[src/rtl/branch_scanner_if.sv]
// ---------------------------------------------------------------------------
// branch_scanner_if
//   Bundles the decode-side signals exchanged with the branch scanner.
//   master : fetch/decode side. Drives instruction, instr_valid and acc_zero;
//            observes the scan outputs.
//   slave  : branch scanner. Consumes the instruction stream and drives
//            pc_step, pc_dir, scanning, branch_done, depth and error.
// ---------------------------------------------------------------------------
interface branch_scanner_if #(
    parameter int OP_W    = 8,
    parameter int DEPTH_W = 8
);
    logic [OP_W-1:0]    instruction;
    logic               instr_valid;
    logic               acc_zero;
    logic               pc_step;
    logic               pc_dir;
    logic               scanning;
    logic               branch_done;
    logic [DEPTH_W-1:0] depth;
    logic               error;

    modport master (
        output instruction, instr_valid, acc_zero,
        input  pc_step, pc_dir, scanning, branch_done, depth, error
    );

    modport slave (
        input  instruction, instr_valid, acc_zero,
        output pc_step, pc_dir, scanning, branch_done, depth, error
    );
endinterface

[src/rtl/branch_scanner.sv]
// ---------------------------------------------------------------------------
// branch_scanner
//   Sequencer for BeeF conditional branches. A taken CBF (acc zero) or CBB
//   (acc non-zero) starts a scan that walks the PC one slot per step in the
//   branch direction, counting bracket nesting until the matching bracket is
//   under the PC. Normal decode is suppressed while scanning.
//
// Ports:
//   clock        rising-edge clock
//   reset        synchronous active-high reset
//   bus.instruction / bus.instr_valid   op_code at current PC, qualified
//   bus.acc_zero current data cell is zero (only looked at while idle)
//   bus.pc_step  one-cycle pulse: move PC one slot in direction pc_dir
//   bus.pc_dir   0 = forward, 1 = backward
//   bus.scanning scan in progress
//   bus.branch_done one-cycle pulse: PC rests on the matching bracket
//   bus.depth    current nesting depth
//   bus.error    sticky depth overflow, cleared only by reset
// ---------------------------------------------------------------------------
module branch_scanner #(
    parameter int              OP_W    = 8,
    parameter int              DEPTH_W = 8,
    parameter logic [OP_W-1:0] CBF_OP  = OP_W'(8'h5B),
    parameter logic [OP_W-1:0] CBB_OP  = OP_W'(8'h5D)
) (
    input  logic             clock,
    input  logic             reset,
    branch_scanner_if.slave  bus
);

    typedef enum logic [2:0] {
        IDLE  = 3'd0,
        STEP  = 3'd1,
        WAIT  = 3'd2,
        DONE  = 3'd3,
        ERROR = 3'd4
    } state_t;

    state_t             state, state_nxt;
    logic [DEPTH_W-1:0] depth_q, depth_nxt;
    logic               dir_q, dir_nxt;
    // Set for the first IDLE cycle after DONE: the matching bracket may still
    // be presented then and must not be taken as a new branch.
    logic               skip_q, skip_nxt;

    logic               is_same, is_opp;

    // Bracket classification relative to the current scan direction.
    always_comb begin
        is_same = 1'b0;
        is_opp  = 1'b0;
        if (dir_q) begin
            is_same = (bus.instruction == CBB_OP);
            is_opp  = (bus.instruction == CBF_OP);
        end else begin
            is_same = (bus.instruction == CBF_OP);
            is_opp  = (bus.instruction == CBB_OP);
        end
    end

    always_ff @(posedge clock) begin
        if (reset) begin
            state   <= IDLE;
            depth_q <= '0;
            dir_q   <= 1'b0;
            skip_q  <= 1'b0;
        end else begin
            state   <= state_nxt;
            depth_q <= depth_nxt;
            dir_q   <= dir_nxt;
            skip_q  <= skip_nxt;
        end
    end

    always_comb begin
        state_nxt = state;
        depth_nxt = depth_q;
        dir_nxt   = dir_q;
        skip_nxt  = 1'b0;

        unique case (state)
            IDLE: begin
                if (!skip_q && bus.instr_valid) begin
                    if (bus.instruction == CBF_OP && bus.acc_zero) begin
                        state_nxt = STEP;
                        dir_nxt   = 1'b0;
                        depth_nxt = DEPTH_W'(1);
                    end else if (bus.instruction == CBB_OP && !bus.acc_zero) begin
                        state_nxt = STEP;
                        dir_nxt   = 1'b1;
                        depth_nxt = DEPTH_W'(1);
                    end
                end
            end

            STEP: state_nxt = WAIT;

            WAIT: begin
                if (bus.instr_valid) begin
                    if (is_same) begin
                        // Nesting deeper than the counter can hold is fatal.
                        if (depth_q == '1) begin
                            state_nxt = ERROR;
                        end else begin
                            depth_nxt = depth_q + DEPTH_W'(1);
                            state_nxt = STEP;
                        end
                    end else if (is_opp) begin
                        depth_nxt = depth_q - DEPTH_W'(1);
                        state_nxt = (depth_q == DEPTH_W'(1)) ? DONE : STEP;
                    end else begin
                        state_nxt = STEP;
                    end
                end
            end

            DONE: begin
                state_nxt = IDLE;
                depth_nxt = '0;
                dir_nxt   = 1'b0;
                skip_nxt  = 1'b1;
            end

            ERROR: state_nxt = ERROR;

            default: begin
                state_nxt = IDLE;
                depth_nxt = '0;
                dir_nxt   = 1'b0;
            end
        endcase
    end

    // Moore outputs decoded straight from the state register.
    assign bus.pc_step     = (state == STEP);
    assign bus.scanning    = (state == STEP) || (state == WAIT) || (state == DONE);
    assign bus.branch_done = (state == DONE);
    assign bus.error       = (state == ERROR);
    assign bus.depth       = depth_q;
    assign bus.pc_dir      = dir_q;

endmodule
[src/flat_wrapper.sv]
// flat-port wrapper written by rule: the top's interface ports become plain ports
module branch_scanner_flat 
#(
    parameter int              OP_W    = 8,
    parameter int              DEPTH_W = 8,
    parameter logic [OP_W-1:0] CBF_OP  = OP_W'(8'h5B),
    parameter logic [OP_W-1:0] CBB_OP  = OP_W'(8'h5D)
)
  (clock, reset, bus_instruction, bus_instr_valid, bus_acc_zero, bus_pc_step, bus_pc_dir, bus_scanning, bus_branch_done, bus_depth, bus_error);
  branch_scanner_if #(.OP_W(OP_W), .DEPTH_W(DEPTH_W)) bus_i ();
  input  logic clock;
  input  logic reset;
  input wire logic [$bits(bus_i.instruction)-1:0] bus_instruction;
  input wire logic [$bits(bus_i.instr_valid)-1:0] bus_instr_valid;
  input wire logic [$bits(bus_i.acc_zero)-1:0] bus_acc_zero;
  output wire logic [$bits(bus_i.pc_step)-1:0] bus_pc_step;
  output wire logic [$bits(bus_i.pc_dir)-1:0] bus_pc_dir;
  output wire logic [$bits(bus_i.scanning)-1:0] bus_scanning;
  output wire logic [$bits(bus_i.branch_done)-1:0] bus_branch_done;
  output wire logic [$bits(bus_i.depth)-1:0] bus_depth;
  output wire logic [$bits(bus_i.error)-1:0] bus_error;
  assign bus_i.instruction = bus_instruction;
  assign bus_i.instr_valid = bus_instr_valid;
  assign bus_i.acc_zero = bus_acc_zero;
  assign bus_pc_step = bus_i.pc_step;
  assign bus_pc_dir = bus_i.pc_dir;
  assign bus_scanning = bus_i.scanning;
  assign bus_branch_done = bus_i.branch_done;
  assign bus_depth = bus_i.depth;
  assign bus_error = bus_i.error;
  branch_scanner #(.OP_W(OP_W), .DEPTH_W(DEPTH_W), .CBF_OP(CBF_OP), .CBB_OP(CBB_OP)) u_core (.clock(clock), .reset(reset), .bus(bus_i));
endmodule
[config.mk]
export PLATFORM = sky130hd
export DESIGN_NAME = branch_scanner_flat
export DESIGN_NICKNAME = d
export VERILOG_FILES = /design/src/rtl/branch_scanner_if.sv /design/src/rtl/branch_scanner.sv /design/src/flat_wrapper.sv
export SDC_FILE = /design/constraint.sdc
export NUM_CORES = 1
export LEC_CHECK = 0
export CAP_MARGIN = 30
export CORE_UTILIZATION = 52
export CTS_CLUSTER_DIAMETER = 50
export DETAILED_ROUTE_END_ITERATION = 7
export DONT_BUFFER_PORTS = 1
export HOLD_SLACK_MARGIN = 0.06
export MAX_ROUTING_LAYER = met4
export PLACE_DENSITY_LB_ADDON = 0.1
export SYNTH_ARGS = -nofsm -noshare
export SYNTH_HDL_FRONTEND = slang
export SYNTH_SLANG_ARGS = --single-unit
[constraint.sdc]
create_clock -name clock -period 2.2 [get_ports clock]
set_input_delay 0.22 -clock clock [delete_from_list [all_inputs] [get_ports clock]]
set_output_delay 0.22 -clock clock [all_outputs]
set_load 0.02 [all_outputs]
* Word-level counts from Yosys, hierarchy flattened
Index checks and enable logic that the tools add are counted. W data, S select, Z words.
Word-level totals: output and inout bits 13, bits in registers 13, logic and storage cells 58
Cells by class: equal/unequal tests 13, multiplexer cells 24, add/sub/neg operators 2, reductions and logical operators 13, bitwise gates (word level) 2
Operators with widths (number):
- $mux W8 | 7
- $pmux W8 S3 | 1
- $mux W3 | 7
- $eq A8 B7 Y1 const B | 2
- $pmux W3 S4 | 1
- $add A8 B1 Y8 const B | 1
- $eq A8 B1 Y1 const B | 1
- $eq A8 B8 Y1 const B | 1
- $sub A8 B1 Y8 const B | 1
- $eq A3 B2 Y1 const B | 2
- $mux W1 | 6
- $ne A3 B1 Y1 const B | 2
- $reduce_and A3 Y1 | 2
- $reduce_and A6 Y1 | 1
- $eq A3 B1 Y1 const B | 1
- $eq A3 B3 Y1 const B | 1
- $logic_and A1 B1 Y1 | 3
- $logic_not A3 Y1 | 1
- $ne A3 B3 Y1 const B | 1
- $reduce_or A3 Y1 | 1
- $logic_not A1 Y1 | 2
- $logic_or A1 B1 Y1 | 2
- $mux W2 | 1
- $ne A2 B1 Y1 const B | 1
- other kinds (4) | 5

* Longest topological paths before layout
Gate-level depths: netlist of run 1.
depth in word-level cells 6, gate-level depth with buffers 6

* Least setup slack after synthesis of run 1
Ideal clock, no wire load.
path type register to register, start point register u_core.dir_q (netlist: u_core.bus.pc_dir), end point register u_core.depth_q[6] (netlist: u_core.bus.depth[6]), data required time 2.070 ns, buffers on the path 1, cell stages (with the launch flop) 7, library setup time 0.130 ns, arrival 2.132 ns, period minus slack after synthesis 2.263 ns, slack -0.063 ns, cell sequence dfxtp_1 buf_6 or3b_4 a211oi_4 mux2_2 a211oi_1 o32ai_2
On the way: longest elaborated chain between the ends 4, elaborated cells between the ends (all ways) 8, those cells by class eq/ne (2); mux (5); reduce/logical (1)
Ends and longest elaborated chain:
- start, declared | line branch_scanner.sv:41 | logic dir_q, dir_nxt;
- start signal, assigned | line branch_scanner.sv:70 | dir_q <= dir_nxt;
- $mux W1 | line branch_scanner.sv:52 | if (dir_q) begin
- $mux W8 | line branch_scanner.sv:100 | if (is_same) begin
- $mux W8 | line branch_scanner.sv:99 | if (bus.instr_valid) begin
- $pmux W8 S3 | line branch_scanner.sv:81 | unique case (state)
- end signal, assigned | line branch_scanner.sv:69 | depth_q <= depth_nxt;
- end, declared | line branch_scanner.sv:40 | logic [DEPTH_W-1:0] depth_q, depth_nxt;
Several ways; a longest one is shown, not always the timed one. The select of a mux whose other input is x is not followed. A chain may end at the register's enable or synchronous reset.

* Final worst setup path of run 1
Ends and elaborated chain as after synthesis.

==> results.md, run 1 <==
- Status: finished clean
- Number of global-route vias before repair: 965
- Drt first pass iters: 4
- FF+latch count, synth: 13
- Crit Path Class: reg -> reg
- First-pass GRT wire length: 4.20 mm
- Yosys warns: 0
- Hold Crit Class: in -> reg
- Synth cell count leaders: dfxtp_1 (13), inv_1 (9), nor2_1 (9)
- CTS H-Tree Depth: 1
- Crit. End Element: flip-flop
- Dpl hpwl: 2.04 mm
- Mapped Nets: 151
- Hold EP: u_core.state[2]
- Row count: 16
- Average wire per standard cell: 16.4 µm
- Unrepaired setup endpoints after global routing: false
- Cells on Worst Hold Path: 2
- Synth Flop Type: dfxtp_1
- Post-synth EDFFs: 0
- Full die area: 2270 µm²
- DR vias: 1,096
- Vias per cell: 6.41
- Total CTS buffers: 3
- R2R depth: 5
- I/O Pins: 25
- Synth area leaders: dfxtp_1 (24%), a211oi_1 (4.8%), o32ai_1 (4.8%), mux2i_1 (4.6%), or3_1 (4.0%)
- Min-Delay Startpoint: reset
- Highest routed layer: met4
- Clock share of power: 0.355
- Tot GR Track Use: 0.276
- Clock Latency Late Sink: 0.28 ns
- Post-Layout Cell Count: 171
- Simple-gate share of the synthesized area: 0.348
- Cell area after layout: 1200 µm²
- Crit path launch: u_core.bus.pc_dir
- Switching pwr: 0.000102 W
- Die height: 47.6 µm
- CP max-delay cell: or3b_4
- Maximum VDD drop: 0.386 mV
- Final #Nets: 160
- Hold buffer count at CTS: 1
- Final period util: 0.900
- Async S/R FF share, synth: 0
- Synth Area in XOR/XNOR: 0.0162
- Largest area contributor in the netlist: dfxtp_1
- Post-detailed-routing wire length: 2.81 mm
- Post-Synthesis Cells: 136
- Final Power: 0.000425 W
- Fmax: 505 MHz
- Internal power: 0.000323 W
- Gpl congestion: 0.890
- CP Data Required Time: 2.40 ns
- Clock tree buffer depth: 2
- Synth top area share: 0.240
- Post-Syn Area per Cell: 7.97 µm²
- Fin Setup TNS: 0 ns
- Initial antenna violation count: 0
- Mux cell area share after synthesis: 0.0704
- CP max stage delay: 0.40 ns
- Final Hold Vio Count: 0
- Count of cell types in the netlist: 41
- Reg2reg start: u_core.bus.pc_dir
- Clock Skew: 0.00773 ns
- Comb power frac: 0.091
- CTS tree: done
- Lkg Pwr: 0.418 nW
- Worst Tran Pin Value: 0.673 ns
- Synth Area in Adders: 0.0346
- Cell Area, Placed: 1160 µm²
- Top-count cell post-synth: dfxtp_1
- DR WL met2: 1.36 mm
- Mapped Area: 1080 µm²
- Ant. Diodes: 0
- Port bufs: 0
- Max cap viols: 0
- Post-layout util: 0.612
- Postcts setup bufs: 0
- M1 WL: 1.27 mm
- Core Box Area: 1960 µm²
- Sw frac: 0.240
- Worst R2R End: u_core.bus.depth[6]
- Die Wd: 47.6 µm
- Initial core utilization: 0.552
- Total gr overflow: 0
- Largest family of logic cells by synthesized area: simple AND/OR/NAND/NOR gates
- Relative slew slack: 0.550
- Crit path DAT: 2.18 ns
- Detail Route Antenna Nets: 0
- CTS-repair resized insts: 0
- Initial DRC Count: 35
- Flop2flop setup slack: 0.22 ns
- Placed insts: 166
- Seq/Total Area, Yosys: 0.240
- Root Driver: clkbuf_4
- Layout cell share with drive strength beyond 1: 0.160
- Largest net degree at the start of global routing: 14
- Sequential cell fraction of total power: 0.554
- Crit path time final: 1.98 ns
- Final setup viols: 0
- PD cells: 354 nW/µm²
- Max-slew violation count: 0
- DRC viols: 0
- Area growth, synth to finish: 10.9%
- Startpoint types: flip-flop
- Clock transition at path regs: 0.08 ns
- Worst-path maximum fanout: 5
- Compound-cell area share of the yosys netlist: 0.229
- Crit-path cells: or3b_4, a211oi_4, mux2_4, or3_1, o32ai_2
- Clock sinks: 13
- WL met3: 158 µm
[cells in the final DEF (no fill, tap or decap), types with 2 or more instances in the layout]
master and n:
mux2_4 2, nor4_1 2, nand3b_1 3, or3b_2 2, or4_1 2, o21ai_0 3
buf_4 9, o21bai_1 2, a211oi_1 6, or3_1 7, ha_1 3, nand4_1 5
nand4b_1 2, dfxtp_1 13, mux2i_1 5, and4_1 2, nor3_1 4, nand2b_1 3
and2_1 2, nor2_1 9, nand2_1 7, o32ai_1 6, nand3_1 4, and3_1 5
clkbuf_4 3, inv_1 9, a21oi_1 7
[metal layers]
layer  up-vias  track usage
met5         -            -
met3         4       0.0491
met4         0        0.117
met2        39        0.449
met1       513        0.333
li1        540            -
[state kept, by name, summed over array words and instances, names as in the netlist]
register,cells
u_core.state,3
u_core.bus.pc_dir,1
u_core.skip_q,1
u_core.bus.depth,8
[worst max-delay path by stage]
stage                                to  cells past startpoint  slack (ns)
finish              u_core.bus.depth[6]                      5        0.22
global route        u_core.bus.depth[2]                      6        0.07
CTS                 u_core.bus.depth[6]                      5        0.22
detailed placement  u_core.bus.depth[3]                      6        0.16
global placement    u_core.bus.depth[7]                      5        0.25
floorplan           u_core.bus.depth[4]                      6       0.002
[critical path: cells and delay by family, from the launching register on]
kind | cells | cell delay, ns
flops | 1 | 0.32
mux | 1 | 0.35
simple gates | 2 | 0.73
compound gates | 2 | 0.49
[stage by stage]
stage	setup WS [ns]	hold WS, ns
3_5_place_dp	0.162	0.296
5_1_grt	0.0660	0.0930
4_1_cts	0.222	0.0962
2_1_floorplan	0.00177	0.482
3_3_place_gp	0.248	0.295
6_report	0.221	0.102
[logic make-up (layout without fill, tap and decap cells)]
logic type | after synthesis | after routing
multiplexers | 7 | 7
XOR/XNOR | 2 | 2
adder cells (fa/ha/maj) | 3 | 3
flip-flops | 13 | 13
AND/OR/NAND/NOR | 63 | 63
buffers and inverters | 16 | 24
AO/OA/AOI/OAI | 32 | 32
[power by group through the flow]
stage | clock network (W) | registers, W | logic [W]
final | 0.000151 | 0.000236 | 0.0000387
after global routing | 0.000170 | 0.000236 | 0.0000424
after CTS | 0.000155 | 0.000236 | 0.0000383
after detailed placement | 0 | 0.000241 | 0.0000333
after global placement | 0 | 0.000241 | 0.0000317
after floorplan | 0 | 0.000241 | 0.0000305
[cell type report]
type	count	area [µm²]
clock buffers	4	26.3
fillers	190	761
inverters	9	33.8
multi-input cells	107	764
flip-flops and latches	13	260
well taps	27	33.8
repair buffers	11	82.6
Power figures use the tool's default switching activity.
==> run 2: changes to the inputs <==
- ABC_AREA: default -> 1
==> run 2 against run 1 <==
  * Flip-flop and latch count is the same
  * Core utilization shrank 0.17 points
  * Global-route usage shrank 1.6 points
  * Sequential power is essentially flat
  * Wire length grew 6.5%
  * Die area grew 20%
  * Largest cell class unchanged
==> results.md, run 2 <==
- First-pass GRT wire length: 5.13 mm (+22%)
- Mapped Nets: 217 (+44%)
- Post-Syn Area per Cell: 6.50 µm² (-18%)
- PD cells: 287 nW/µm² (-19%)
- Clock Latency Late Sink: 0.27 ns (about the same)
- Clock Skew: 0.00611 ns (-0.00162 ns)
- Count of cell types in the netlist: 31 (-24%)
- Largest register FFs: 8 (unchanged)
- Full die area: 2730 µm² (+20%)
- CTS H-Tree Depth: 1 (unchanged)
- Initial DRC Count: 53 (+51%)
- Clock transition at path regs: 0.08 ns (about the same)
- Detail Route Antenna Nets: 0 (unchanged)
- Hold Crit Class: in -> reg
- Lkg Pwr: 0.675 nW (+62%)
- Clock sinks: 13 (unchanged)
- Postcts setup bufs: 0 (unchanged)
- Relative slew slack: 0.511 (-0.0396)
- Crit Path Class: reg -> reg
- Startpoint types: flip-flop
- Crit path launch: u_core.bus.depth[0]
- Dpl hpwl: 2.39 mm (+17%)
- Worst-path maximum fanout: 9 (+4)
- Largest area contributor in the netlist: dfxtp_1
- Maximum VDD drop: 0.284 mV (-26%)
- Post-synth EDFFs: 0 (unchanged)
- DRC viols: 0 (unchanged)
- Post-detailed-routing wire length: 2.99 mm (+6.5%)
- WP buf/inv: 0 (unchanged)
- Unrepaired setup endpoints after global routing: false
- Pre-CTS setup slack: 0.474 ns (+0.312 ns)
- Final setup viols: 0 (unchanged)
- CP Data Required Time: 2.39 ns (about the same)
- Die height: 52.2 µm (+9.6%)
- Crit-path cells: ha_1, nand3_2, nor2_2, nand2_1, nor2_4, nand2_4, nand2_4, nand2_4, nand2_4, nand2_1, a21oi_1
- DR vias: 1,310 (+20%)
- Final #Nets: 226 (+41%)
- Clock tree buffer depth: 2 (unchanged)
- Status: finished clean
- Total CTS buffers: 3 (unchanged)
- Vias per cell: 5.50 (-14%)
- Reg2reg start: u_core.bus.depth[0]
- CP max stage delay: 0.46 ns (+0.06 ns)
- I/O Pins: 25 (unchanged)
- Final period util: 0.805 (-0.0948)
- Layout cell share with drive strength beyond 1: 0.190 (+0.0308)
- Synth cell count leaders: nand2_1 (55), nand3_1 (25), inv_1 (20)
- Cell area after layout: 1400 µm² (+17%)
- Top-count cell post-synth: nand2_1
- Total gr overflow: 0 (unchanged)
- Final worst slack: 0.429 ns (+0.209 ns)
- Commonest non-fill, non-tap cells in the layout: nand2_1 (55), nand3_1 (25), inv_1 (20), nor2_1 (18), dfxtp_1 (13)
- CTS tree: done
- CP max-delay cell: dfxtp_1
- Cell mode on critical path: nand2_4
- Fin Setup TNS: 0 ns (unchanged)
- Row count: 17 (+1)
- Port bufs: 0 (unchanged)
- Drt first pass iters: 4 (unchanged)
- Post-Synthesis Cells: 202 (+49%)
- Initial antenna violation count: 0 (unchanged)
- Gpl congestion: 0.869 (-2.3%)
- Ant. Diodes: 0 (unchanged)
- Core Box Area: 2300 µm² (+17%)
- Fmax: 565 MHz (+12%)
- Synth top area share: 0.198 (-0.0419)
- CP delay by family, top: simple AND/OR/NAND/NOR gates
- Yosys warns: 0 (unchanged)
- Crit. End Element: flip-flop
- Final Hold Vio Count: 0 (unchanged)
- Largest net degree at the start of global routing: 12 (-2)
- Number of global-route vias before repair: 1,122 (+16%)
- Max cap viols: 0 (unchanged)
- Commonest non-fill, non-tap cell in the layout: nand2_1
- Die Wd: 52.2 µm (+9.6%)
- Cell Area, Placed: 1370 µm² (+17%)
- Seq/Total Area, Yosys: 0.198 (-0.0419)
- Synth Flop Type: dfxtp_1
- FF+latch count, synth: 13 (unchanged)
- Max-slew violation count: 0 (unchanged)
- Average wire per standard cell: 12.6 µm (-23%)
- Synth area leaders: dfxtp_1 (20%), nand2_1 (16%), nand3_1 (9.5%), inv_1 (5.7%), nor2_1 (5.1%)
- Initial core utilization: 0.571 (+0.0191)
- Crit path time final: 1.77 ns (-0.209 ns)
- Async S/R FF share, synth: 0 (unchanged)
- Min-Delay Startpoint: reset
- Worst Tran Pin Value: 0.729 ns (+0.0559 ns)
- Mapped Area: 1310 µm² (+21%)
- Crit path DAT: 1.96 ns (-0.22 ns)
- Area growth, synth to finish: 6.86%
- Root Driver: clkbuf_4
- Tot GR Track Use: 0.259 (-0.0164)
## run 2: changes by cell type in the layout (fill, tap and decap cells not counted), moves of 6 or more
cell	before	now
o32ai_1	6	0
nand2_4	0	6
nor2_1	9	18
nand3_1	4	25
or3_1	7	0
nand2_1	7	55
inv_1	9	20
a211oi_1	6	0
## run 2: logic make-up after synthesis
family | after synthesis | share of synthesized area
buffers and inverters | 29 | 0.100
flip-flops | 13 | 0.198
adder cells (fa/ha/maj) | 3 | 0.0286
AND/OR/NAND/NOR | 133 | 0.565
XOR/XNOR | 4 | 0.0267
AO/OA/AOI/OAI | 20 | 0.0810
## run 2: per-layer routing
metal,routed length [µm],GRT usage
met1,1470,0.352
met3,142,0.0406
met5,0,-
met2,1360,0.395
met4,17,0.0833
## run 2: worst paths after layout
kind / to / slack, ns / cells after the start
max: u_core.bus.depth[6] / 0.43 / 11
min: u_core.state[1] / 0.12 / 3
max reg2reg: u_core.bus.depth[6] / 0.43 / 11
min reg2reg: u_core.state[1] / 0.51 / 2
## run 2: where the power goes
part,internal [W],switching (W),total [W]
sequential,0.000235,0.000000403,0.000236
combinational,0.00000824,0.0000179,0.0000261
clock,0.0000701,0.0000715,0.000142
## run 2: what timing repair did
action | in CTS | in global routing
hold endpoints to repair | 11 | 0
gates resized for setup | 0 | 0
hold buffers | 1 | 0
## run 2: final cells by class
cell class	instances	area (µm²)
multi-input combinational	160	921
fill	222	895
sequential	13	260
inverter	24	90.1
timing repair buffer	9	70.1
tap	28	35.0
clock buffer	4	26.3
## run 2: through the flow
stage / hold slack (ns) / utilization / instances / total power (W)
after detailed placement: 0.293 / 0.595 / 233 / 0.000263
after CTS: 0.108 / 0.611 / 238 / 0.000412
after global routing: 0.119 / 0.611 / 238 / 0.000423
after floorplan: 0.299 / - / 202 / 0.000263
final: 0.115 / 0.611 / 238 / 0.000403
after global placement: 0.292 / 0.595 / 233 / 0.000262
## run 2: worst min-delay path: stages
cell     delay (ns)
nor3_1         0.03
nand2_1        0.05
nand2_1        0.04
==> run 3: changes to the inputs <==
- clock period: 2.2 -> 1.66 ns (I/O delays scaled with it)
==> run 3 against run 2 <==
  * Final cell count is 2.5% higher
  * Core utilization is 2.6 points higher
  * Sequential share of layout area is 0.42 points lower
  * Highest routed layer unchanged
==> results.md, run 3 (synthesis gave the netlist of run 2 again) <==
- I/O Pins: 25 (unchanged)
- Gpl congestion: 0.896 (+3.0%)
- PD cells: 370 nW/µm² (+29%)
- Final Hold Vio Count: 0 (unchanged)
- Final setup viols: 0 (unchanged)
- Total CTS buffers: 3 (unchanged)
- Crit path time final: 1.53 ns (-0.236 ns)
- Crit path DAT: 1.73 ns (-0.23 ns)
- Number of global-route vias before repair: 1,204 (+7.3%)
- Root Driver: clkbuf_4
- Final #Nets: 232 (+2.7%)
- Clock transition at path regs: 0.07 ns (about the same)
- CTS tree: done
- Final Power: 0.000542 W (+34%)
- Relative slew slack: 0.695 (+0.185)
- Max cap viols: 0 (unchanged)
- Postcts setup bufs: 0 (unchanged)
- Clock tree buffer depth: 2 (unchanged)
- Layout cell share with drive strength beyond 1: 0.255 (+0.0642)
- Max-slew violation count: 0 (unchanged)
- Commonest non-fill, non-tap cells in the layout: nand2_1 (54), nand3_1 (25), inv_1 (19), nor2_1 (17), buf_4 (14)
- Clock sinks: 13 (unchanged)
- Unrepaired setup endpoints after global routing: true
- Crit Path Class: reg -> reg
- Commonest non-fill, non-tap cell in the layout: nand2_1
- Post-layout util: 0.637 (+0.0261)
- Tot GR Track Use: 0.258 (-0.00157)
- Initial antenna violation count: 0 (unchanged)
- Total gr overflow: 0 (unchanged)
- Dpl hpwl: 2.46 mm (+2.9%)
- WHS: 0.0659 ns (-0.0494 ns)
- Die height: 52.2 µm (unchanged)
- Cell area after layout: 1460 µm² (+4.3%)
- Fin Setup TNS: 0 ns (unchanged)
- Final period util: 0.924 (+0.119)
- Largest register FFs: 8 (unchanged)
- Initial DRC Count: 55 (+3.8%)
- Hold Crit Class: in -> reg
- Fmax: 652 MHz (+15%)
- Core Box Area: 2300 µm² (unchanged)
- Worst Tran Pin Value: 0.456 ns (-0.273 ns)
- Lkg Pwr: 0.708 nW (+4.8%)
- Die Wd: 52.2 µm (unchanged)
- Ant. Diodes: 0 (unchanged)
- Vias per cell: 5.51 (+0.15%)
- Maximum VDD drop: 0.496 mV (+74%)
- First-pass GRT wire length: 5.09 mm (-0.94%)
- Cell Area, Placed: 1410 µm² (+3.5%)
- Status: finished clean
- Clock Skew: 0.00415 ns (-0.00196 ns)
- Full die area: 2730 µm² (unchanged)
- Worst-path maximum fanout: 9 (unchanged)
- Port bufs: 0 (unchanged)
- Drt first pass iters: 5 (+1)
- Startpoint types: flip-flop
- # fillers: 216 (-2.7%)
- DR vias: 1,345 (+2.7%)
- Post-detailed-routing wire length: 3.06 mm (+2.3%)
- CTS H-Tree Depth: 1 (unchanged)
- CP Data Required Time: 1.86 ns (-0.53 ns)
- Crit. End Element: flip-flop
- DRC viols: 0 (unchanged)
- Initial core utilization: 0.571 (unchanged)
- Largest net degree at the start of global routing: 13 (+1)
- Row count: 17 (unchanged)
- Detail Route Antenna Nets: 0 (unchanged)
- Clock Latency Late Sink: 0.27 ns (about the same)
- Average wire per standard cell: 12.5 µm (-0.17%)
- Area growth, synth to finish: 11.4%
-- run 3: timing repair --
item                                    in CTS  in global routing
endpoints found under the setup margin       0                  7
hold endpoints to repair                    12                  0
hold buffers                                 1                  0
gates resized for setup                      0                  7
-- run 3: per-layer routing --
metal  vias to the layer above  routed length [µm]  GRT usage
li1                        685                   -          -
met3                         3                 232     0.0348
met1                       608                1400      0.352
met5                         -                   0          -
met4                         0                  16     0.0921
met2                        49                1410      0.389
-- run 3: power by group --
group	switching (W)	total, W	internal, W
registers	0.000000269	0.000312	0.000312
clock network	0.000102	0.000195	0.0000931
logic	0.0000239	0.0000350	0.0000111
-- run 3: final cells by class --
class                   instances  area (µm²)  share of cell area
clock buffers                   4        26.3              0.0180
multi-input cells             160         931               0.636
flip-flops and latches         13         265               0.181
well taps                      28        35.0              0.0240
repair buffers                 15         115              0.0787
inverters                      24        90.1              0.0616
-- run 3: path summary, 6_finish.rpt --
kind | cells after the start | from | endpoint | slack [ns]
setup / recovery | 11 | u_core.bus.depth[0] | u_core.bus.depth[0] | 0.13
hold / removal | 3 | reset | u_core.bus.pc_dir | 0.07
setup reg to reg | 11 | u_core.bus.depth[0] | u_core.bus.depth[0] | 0.13
hold reg to reg | 2 | u_core.state[1] | u_core.state[1] | 0.54
-- run 3: worst max-delay path, stage by stage (launching register included) --
cell and delay, ns:
dfxtp_2 0.34, ha_2 0.19, nand3_2 0.09, nor2_2 0.11, nand2_2 0.08, nor2_4 0.15, nand2_4 0.07, nand2_4 0.06
nand2_4 0.08, nand2_4 0.11, nand2_1 0.06, a21oi_1 0.12
-- run 3: stage by stage --
step	setup WS, ns	cells
after CTS	0.0362	244
after global placement	0.0990	239
final	0.126	244
after global routing	-0.0343	244
after floorplan	0.0871	202
after detailed placement	0.0650	239
